===== config.mk =====
export PLATFORM = sky130hd
export DESIGN_NAME = idli_mem_arb_m
export DESIGN_NICKNAME = d
export VERILOG_FILES = /design/src/rtl/idli_mem_arb_m.sv
export SDC_FILE = /design/constraint.sdc
export NUM_CORES = 1
export LEC_CHECK = 0
export CORE_MARGIN = 2
export CORE_UTILIZATION = 51
export CTS_CLUSTER_SIZE = 16
export DETAILED_ROUTE_END_ITERATION = 12
export PLACE_DENSITY = 0.79
export SLEW_MARGIN = 20
export SYNTH_ARGS = -nofsm -noshare
export SYNTH_HDL_FRONTEND = slang
export SYNTH_SLANG_ARGS = --single-unit

===== constraint.sdc =====
create_clock -name i_mem_gck -period 2.1 [get_ports i_mem_gck]
set_input_delay 0.525 -clock i_mem_gck [delete_from_list [all_inputs] [get_ports i_mem_gck]]
set_output_delay 0.525 -clock i_mem_gck [all_outputs]
set_load 0.05 [all_outputs]

===== src/rtl/idli_mem_arb_m.sv =====
// idli_mem_arb_m: arbitrates fetch and load/store requests onto the SQI bus
// and runs each grant as one complete SQI transaction on the selected chip.
//
// state | meaning
// IDLE  | waiting for a request; arbitration and grant
// CMD   | two command nibbles, 0x03 read / 0x02 write
// ADDR  | six byte-address nibbles, MSB first
// DUMMY | read turnaround nibbles, bus released
// DATA  | four data nibbles, driven on write, sampled on read
// DONE  | all CS high; read data returned to its requester
//
// The state register runs one cycle ahead of the pins: every output is a
// register loaded from the current state, so a state is visible on the pins
// in the cycle after it is held. Each nibble state counts down from an odd
// value, so an odd count is phase 0 (SCK low) and an even count is phase 1.
module idli_mem_arb_m #(
    parameter int ADDR_W    = 16,
    parameter int CHIP_NUM  = 2,
    parameter int DUMMY_NIB = 2
) (
    input  logic                i_mem_gck,
    input  logic                i_mem_rst_n,
    input  logic                i_mem_f_req,
    input  logic [ADDR_W-1:0]   i_mem_f_addr,
    output logic                o_mem_f_ack,
    output logic                o_mem_f_rvalid,
    output logic [15:0]         o_mem_f_rdata,
    input  logic                i_mem_d_req,
    input  logic                i_mem_d_wr,
    input  logic [ADDR_W-1:0]   i_mem_d_addr,
    input  logic [15:0]         i_mem_d_wdata,
    output logic                o_mem_d_ack,
    output logic                o_mem_d_rvalid,
    output logic [15:0]         o_mem_d_rdata,
    output logic [CHIP_NUM-1:0] o_mem_sck,
    output logic [CHIP_NUM-1:0] o_mem_cs,
    output logic                o_mem_sio_oe,
    output logic [3:0]          o_mem_sio,
    input  logic [3:0]          i_mem_sio
);
    localparam int CS_W  = $clog2(CHIP_NUM);
    localparam int LO_W  = ADDR_W - CS_W;
    localparam int CNT_W = 5;

    typedef enum logic [2:0] {
        ST_IDLE, ST_CMD, ST_ADDR, ST_DUMMY, ST_DATA, ST_DONE
    } state_t;

    state_t              state_q, state_d;
    logic [CNT_W-1:0]    cnt_q, cnt_d;
    logic                phase1;
    logic                last_d_q;
    logic                srv_d_q;
    logic                wr_q;
    logic [CS_W-1:0]     chip_q;
    logic [47:0]         tx_q;
    logic [11:0]         rx_q;
    logic                smp_q, smp_d;
    logic                grant_f, grant_d;
    logic [ADDR_W-1:0]   gnt_addr;
    logic [23:0]         gnt_byte;
    logic [CHIP_NUM-1:0] chip_mask;

    logic [CHIP_NUM-1:0] cs_d, sck_d;
    logic                oe_d;
    logic [3:0]          sio_d;
    logic                f_ack_d, d_ack_d, f_rvalid_d, d_rvalid_d;
    logic [15:0]         f_rdata_d, d_rdata_d;

    // last_d_q = 1 means data was served last, so fetch wins a tie
    assign grant_f   = (state_q == ST_IDLE) && i_mem_f_req && (!i_mem_d_req || last_d_q);
    assign grant_d   = (state_q == ST_IDLE) && i_mem_d_req && (!i_mem_f_req || !last_d_q);
    assign gnt_addr  = grant_d ? i_mem_d_addr : i_mem_f_addr;
    assign gnt_byte  = 24'({gnt_addr[LO_W-1:0], 1'b0});
    assign chip_mask = CHIP_NUM'(1) << chip_q;
    assign phase1    = ~cnt_q[0];

    // state register and nibble down-counter
    always_ff @(posedge i_mem_gck or negedge i_mem_rst_n) begin
        if (!i_mem_rst_n) begin
            state_q <= ST_IDLE;
            cnt_q   <= '0;
        end else begin
            state_q <= state_d;
            cnt_q   <= cnt_d;
        end
    end

    // next state: each nibble state ends when its counter reaches zero
    always_comb begin
        state_d = state_q;
        cnt_d   = cnt_q - CNT_W'(1);
        case (state_q)
            ST_IDLE: begin
                cnt_d = cnt_q;
                if (grant_f || grant_d) begin
                    state_d = ST_CMD;
                    cnt_d   = CNT_W'(3);
                end
            end
            ST_CMD: if (cnt_q == '0) begin
                state_d = ST_ADDR;
                cnt_d   = CNT_W'(11);
            end
            ST_ADDR: if (cnt_q == '0) begin
                if (wr_q || DUMMY_NIB == 0) begin
                    state_d = ST_DATA;
                    cnt_d   = CNT_W'(7);
                end else begin
                    state_d = ST_DUMMY;
                    cnt_d   = CNT_W'(2 * DUMMY_NIB - 1);
                end
            end
            ST_DUMMY: if (cnt_q == '0) begin
                state_d = ST_DATA;
                cnt_d   = CNT_W'(7);
            end
            ST_DATA: if (cnt_q == '0) begin
                state_d = ST_DONE;
                cnt_d   = '0;
            end
            ST_DONE: begin
                state_d = ST_IDLE;
                cnt_d   = '0;
            end
            default: begin
                state_d = ST_IDLE;
                cnt_d   = '0;
            end
        endcase
    end

    // pin and handshake values for the next cycle, derived from the current state
    always_comb begin
        cs_d       = '1;
        sck_d      = '0;
        oe_d       = 1'b0;
        sio_d      = 4'h0;
        f_ack_d    = grant_f;
        d_ack_d    = grant_d;
        f_rvalid_d = 1'b0;
        d_rvalid_d = 1'b0;
        f_rdata_d  = o_mem_f_rdata;
        d_rdata_d  = o_mem_d_rdata;
        smp_d      = 1'b0;
        case (state_q)
            ST_CMD, ST_ADDR: begin
                cs_d  = ~chip_mask;
                sck_d = phase1 ? chip_mask : '0;
                oe_d  = 1'b1;
                sio_d = tx_q[47:44];
            end
            ST_DUMMY: begin
                cs_d  = ~chip_mask;
                sck_d = phase1 ? chip_mask : '0;
            end
            ST_DATA: begin
                cs_d  = ~chip_mask;
                sck_d = phase1 ? chip_mask : '0;
                oe_d  = wr_q;
                sio_d = wr_q ? tx_q[47:44] : 4'h0;
                smp_d = !wr_q && phase1;
            end
            ST_DONE: begin
                // last nibble is taken straight from the pins on this edge
                if (!wr_q) begin
                    if (srv_d_q) begin
                        d_rvalid_d = 1'b1;
                        d_rdata_d  = {rx_q, i_mem_sio};
                    end else begin
                        f_rvalid_d = 1'b1;
                        f_rdata_d  = {rx_q, i_mem_sio};
                    end
                end
            end
            default: ;
        endcase
    end

    // registered outputs, grant capture and the nibble shift registers
    always_ff @(posedge i_mem_gck or negedge i_mem_rst_n) begin
        if (!i_mem_rst_n) begin
            o_mem_cs       <= '1;
            o_mem_sck      <= '0;
            o_mem_sio_oe   <= 1'b0;
            o_mem_sio      <= 4'h0;
            o_mem_f_ack    <= 1'b0;
            o_mem_d_ack    <= 1'b0;
            o_mem_f_rvalid <= 1'b0;
            o_mem_d_rvalid <= 1'b0;
            o_mem_f_rdata  <= 16'h0;
            o_mem_d_rdata  <= 16'h0;
            last_d_q       <= 1'b1;
            srv_d_q        <= 1'b0;
            wr_q           <= 1'b0;
            chip_q         <= '0;
            tx_q           <= '0;
            rx_q           <= '0;
            smp_q          <= 1'b0;
        end else begin
            o_mem_cs       <= cs_d;
            o_mem_sck      <= sck_d;
            o_mem_sio_oe   <= oe_d;
            o_mem_sio      <= sio_d;
            o_mem_f_ack    <= f_ack_d;
            o_mem_d_ack    <= d_ack_d;
            o_mem_f_rvalid <= f_rvalid_d;
            o_mem_d_rvalid <= d_rvalid_d;
            o_mem_f_rdata  <= f_rdata_d;
            o_mem_d_rdata  <= d_rdata_d;
            smp_q          <= smp_d;
            if (grant_f || grant_d) begin
                last_d_q <= grant_d;
                srv_d_q  <= grant_d;
                wr_q     <= grant_d && i_mem_d_wr;
                chip_q   <= gnt_addr[ADDR_W-1 -: CS_W];
                tx_q     <= {(grant_d && i_mem_d_wr) ? 8'h02 : 8'h03, gnt_byte, i_mem_d_wdata};
            end else if (phase1 && (state_q == ST_CMD || state_q == ST_ADDR || state_q == ST_DATA)) begin
                tx_q <= {tx_q[43:0], 4'h0};
            end
            if (smp_q) begin
                rx_q <= {rx_q[7:0], i_mem_sio};
            end
        end
    end

endmodule


==> Yosys cells after proc, flatten, opt, wreduce, memory -nomap -nowiden <==
Index checks and enable logic that the tools add are counted.
{ "totals": {"register_bits": 118, "inputBits": 57, "elab_cells": 90} }
{ "op_classes": {"add_sub_neg": 1, "n_eq_ne": 10, "n_shift": 1, "n_mux": 31, "bitwise": 4, "reduce_logical": 24} }
{ "ops": {"columns": ["operator", "count"], "rows": [
  ["$mux 48", 2],
  ["$mux 5", 5],
  ["$pmux 5 s5", 1],
  ["$mux 3", 7],
  ["$mux 16", 1],
  ["$pmux 3 s5", 1],
  ["$mux 1", 8],
  ["$ne 2x2->1 const B", 4],
  ["$pmux 4 s2", 1],
  ["$logic_and 1x1->1", 7],
  ["$eq 3x2->1 const B", 2],
  ["$eq 3x3->1 const B", 2],
  ["$mux 2", 3],
  ["$reduce_and 3->1", 2],
  ["$logic_not 5->1", 1],
  ["$logic_or 1x1->1", 5],
  ["$reduce_and 5->1", 1],
  ["$sub 5x1->5 const B", 1],
  ["$logic_not 1->1", 4],
  ["$mux 4", 1],
  ["$reduce_or 4->1", 1],
  ["$eq 3x1->1 const B", 1],
  ["$logic_not 3->1", 1],
  ["$not 1->1", 3],
  ["6 further kinds", 6]
]} }

==> Logic depth before layout (Yosys ltp) <==
{ "depth": {"depth_word": 6, "ltp_mapped": 7, "mapped_depth_nobuf": 6} }

==> Worst setup path before layout <==
Ideal clock, no wire load.
{ "synth_path": {"path_kind": "register -> register", "start": "register cnt_q[0]", "end": "register cnt_q[3]", "setup_time_ns": 0.104, "arrival_time_ns": 1.702, "setup_slack_ns": 0.294, "path_stages_with_launch": 7, "n_path_buf": 0, "cell_sequence": "dfrtp_1 > inv_1 > ha_1 > or4b_2 > o31ai_1 > a21oi_1 > a221oi_1"} }
{ "synth_via": {"elab_chain_len": 3, "word_cells_on_any_way": 7} }
{ "synth_rtl": {"columns": ["element", "line_no", "source"], "rows": [
  ["from (decl)", "50", "logic [CNT_W-1:0] cnt_q, cnt_d;"],
  ["from (signal assigned)", "85", "cnt_q <= cnt_d;"],
  ["$sub 5x1->5 / $logic_not 5->1 (equally long branches)", null, null],
  ["$mux 5 (on tied branches)", null, null],
  ["$pmux 5 s5 (*)", "93", "case (state_q)"]
]} }
Mark *: on every way between the ends. The rest lies on a longest branch, timed or not.
A chain may end at the register's enable or synchronous reset.

==> Final worst setup path <==
{ "layout_path": {"start": "register o_mem_d_rdata[0]", "end": "output port o_mem_d_rdata[0]"} }
{ "layout_lines": {"columns": ["element", "line_no", "source"], "rows": [
  ["from (decl)", "34", "output logic [15:0] o_mem_d_rdata,"],
  ["from (signal assigned)", "210", "o_mem_d_rdata <= d_rdata_d;"]
]} }
No word-level cell between the ends.

==> results_dict.tcl <==
set metrics [dict create \
    synth_xor_area_share_pct 0.1752 \
    ir_drop_v 0.0006330 \
    die-height_um 103 \
    vias 3830 \
    fp-row-count 36 \
    netlist_instances 434 \
    cts_buffers 17 \
    path_cells "dlygate4sd2_1" \
    wl_mm 11.13 \
    clockBufferDepth 2 \
    start_util_pct 51.86 \
    p_per_area_nw_per_um2 1452 \
    fin_crit_ns 1.934 \
    cpLargestDelayFamily "buffers and inverters" \
    n_antenna_cell 0 \
    reg2regPathDepth 6 \
    async_flop_share_pct 100.0 \
    grt_overflow 0 \
    syn_avg_cell_area_um2 11.52 \
    fmax_ghz 0.5171 \
    p_total_uw 9922 \
    clk_latency_ns 0.51 \
    ys_types 53 \
    synth-compound-area-share_pct 11.29 \
    cts_tree "yes" \
    setup_viol 0 \
    antenna_found_initial 0 \
    critPathKind "register to primary output" \
    synth_top_family_by_area "simple AND/OR/NAND/NOR gates" \
    critPathArrivalTime_ns 1.41 \
    critPathSlowestCell "dlygate4sd2_1" \
    outcome "finished clean" \
    synth-simple-area-share_pct 14.22 \
    clkSinkCount 118 \
    dp_hpwl_mm 7.778 \
    fillers 693 \
    maxCapViolations 0 \
    synth_top_area_cell "dfrtp_1" \
    cts_max_level 4 \
    slew_violations 0 \
    relSlewSlack_pct 58.60 \
    track_usage_pct 22.48 \
    min-delay-path-class "register to register" \
    min_path_cells 2 \
    die_area_um2 10610 \
    cp.depth 1 \
    ioPinCount 102 \
    yosysTopAreaCellShare_pct 57.57 \
    place_area_um2 6266 \
    drc 0 \
    period_share_pct 92.09 \
    drive_gt1_share_pct 19.89 \
    synth_common_cells "115 x dfrtp_1, 77 x nand2_1, 35 x mux2_2, 32 x nand3_1, 19 x o21ai_0" \
    drt_iter0_drc 278 \
    skew_ns 0.008768 \
    clockRootBuffer "clkbuf_8" \
    ys_top_cells_by_area "dfrtp_1 58%, mux2_2 7.9%, nand2_1 5.8%" \
    synth.most_common_cell "dfrtp_1" \
    drtAntennaViolNets 0 \
    worst-slew-pin-transition_ns 0.6158 \
    fin_setup_tns_ns 0 \
    core_um2 9639 \
    synth_edf_count 0 \
    grt_pass1_wl_mm 18.32 \
    syn_to_final_growth_pct 36.67 \
    synth_fa_ha_area_share_pct 0.2503 \
    grt_pass1_vias 3805 \
    die_x_um 103 \
    worst-path-buf-inv 1 \
    ys.flop_type "dfrtp_1" \
    muxShareOfSynthArea_pct 10.91 \
    cp-start-kind "register" \
    cp_slowest_stage_delay_ns 0.55 \
    io_buffers 101 \
    fin_area_um2 6832 \
    wl_per_cell_um 15.99 \
    synth_fp_nets 492 \
    worstPathMaxFanout 2 \
    finalNetCount 609 \
    hold_violations 0 \
    cts.clk_slew.worst_paths_ns 0.05 \
    power_leakage_uw 0.003448 \
    via_per_inst 5.503 \
    synth_seq_area_share_pct 59.15 \
    rsz0062_at_grt "false" \
    syn-cell-area_um2 4999 \
    end_kind "primary output" \
    globalplace.congestion 0.8333 \
    synth_seq_cells 118 \
    yosys_warnings 0 \
    first_pass_iters 4 \
    grt_max_degree 43 \
    cp.required_ns 1.57 \
]
## power by group
group / switching [uW] / leakage, uW / internal (uW) / total, uW
sequential: 523 / 0.00153 / 3020 / 3540
combinational: 2070 / 0.00161 / 1420 / 3490
clock: 947 / 0.000302 / 1950 / 2890
total: 3540 / 0.00345 / 6380 / 9920
## routing by layer
layer  track usage [%]  wire (um)  up-vias
li1                  -          -     1772
met1             30.31       4825     1872
met2             35.51       5461      174
met3             5.831        752       12
met4             7.996         89        0
met5                 0          0        -
## logic make-up after synthesis
| family | count (synthesis) |
|---|---|
| fa+ha+maj | 1 |
| flops | 118 |
| mux | 49 |
| xor+xnor | 1 |
| simple gates | 145 |
| buf+inv | 39 |
| compound gates | 81 |
## state kept, by name, summed over array words and instances (netlist names)
name	cells
tx_q	48
o_mem_d_rdata	16
o_mem_f_rdata	16
rx_q	12
cnt_q	5
o_mem_sio	4
state_q	3
o_mem_cs	2
o_mem_sck	2
chip_q	1
last_d_q	1
o_mem_d_ack	1
o_mem_d_rvalid	1
o_mem_f_ack	1
o_mem_f_rvalid	1
o_mem_sio_oe	1
smp_q	1
srv_d_q	1
wr_q	1
## cells in the final DEF, fill, tap and decap left out, types with 16 or more instances in the layout
| cell type | Yosys | routed |
|---|---|---|
| nand2_1 | 77 | 77 |
| dfrtp_1 | 115 | 115 |
| o21ai_0 | 19 | 19 |
| a22oi_1 | 18 | 18 |
| dlygate4sd2_1 | 0 | 43 |
| nand3_1 | 32 | 32 |
| clkbuf_16 | 0 | 16 |
| clkdlybuf4s50_1 | 0 | 55 |
| buf_4 | 2 | 16 |
| mux2_2 | 35 | 35 |
## cell type report
class / instances / area, um2 / area share (%)
Clock inverter: 9 / 122.6 / 1.795
Sequential cell: 118 / 2957 / 43.28
Clock buffer: 22 / 483.0 / 7.070
Multi-Input combinational cell: 277 / 1849 / 27.07
Inverter: 15 / 56.30 / 0.8242
Timing Repair Buffer: 122 / 1197 / 17.53
Tap cell: 133 / 166.4 / 2.436
## worst reg2reg max path, stage by stage (launching register included)
cell and delay, ns:
dfrtp_1 0.50, buf_4 0.22, nor3_4 0.34, o21ai_2 0.15, nand2_1 0.28, buf_4 0.21
o21ai_0 0.09
## path summary, 6_finish.rpt
kind / endpoint / startpoint / slack (ns)
hold reg to reg: tx_q[45] / tx_q[41] / 0.47
hold / removal: tx_q[45] / tx_q[41] / 0.47
min in group asynchronous: o_mem_d_rdata[15] / i_mem_rst_n / 0.56
setup reg to reg: tx_q[14] / state_q[0] / 0.18
setup / recovery: o_mem_d_rdata[0] / o_mem_d_rdata[0] / 0.17
max in group asynchronous: o_mem_cs[0] / i_mem_rst_n / 0.89
## per-stage QoR
step           hold slack [ns]  util, %  instances  setup slack [ns]
2_1_floorplan           0.2294        -        434            0.2944
3_3_place_gp            0.4468    65.01        664           0.08614
3_5_place_dp            0.4572    65.01        664           0.01049
4_1_cts                 0.4670    70.83        696           0.09897
5_1_grt                 0.4900    70.87        696           0.04217
6_report                0.4691    70.87        696            0.1661
## timing repair
action	CTS	global route
setup buffers	0	0
gates resized for setup	43	1
hold buffers	1	0
hold endpoints to repair	34	0
endpoints found under the setup margin	43	1
No activity file was read; power rests on OpenSTA's default activity.
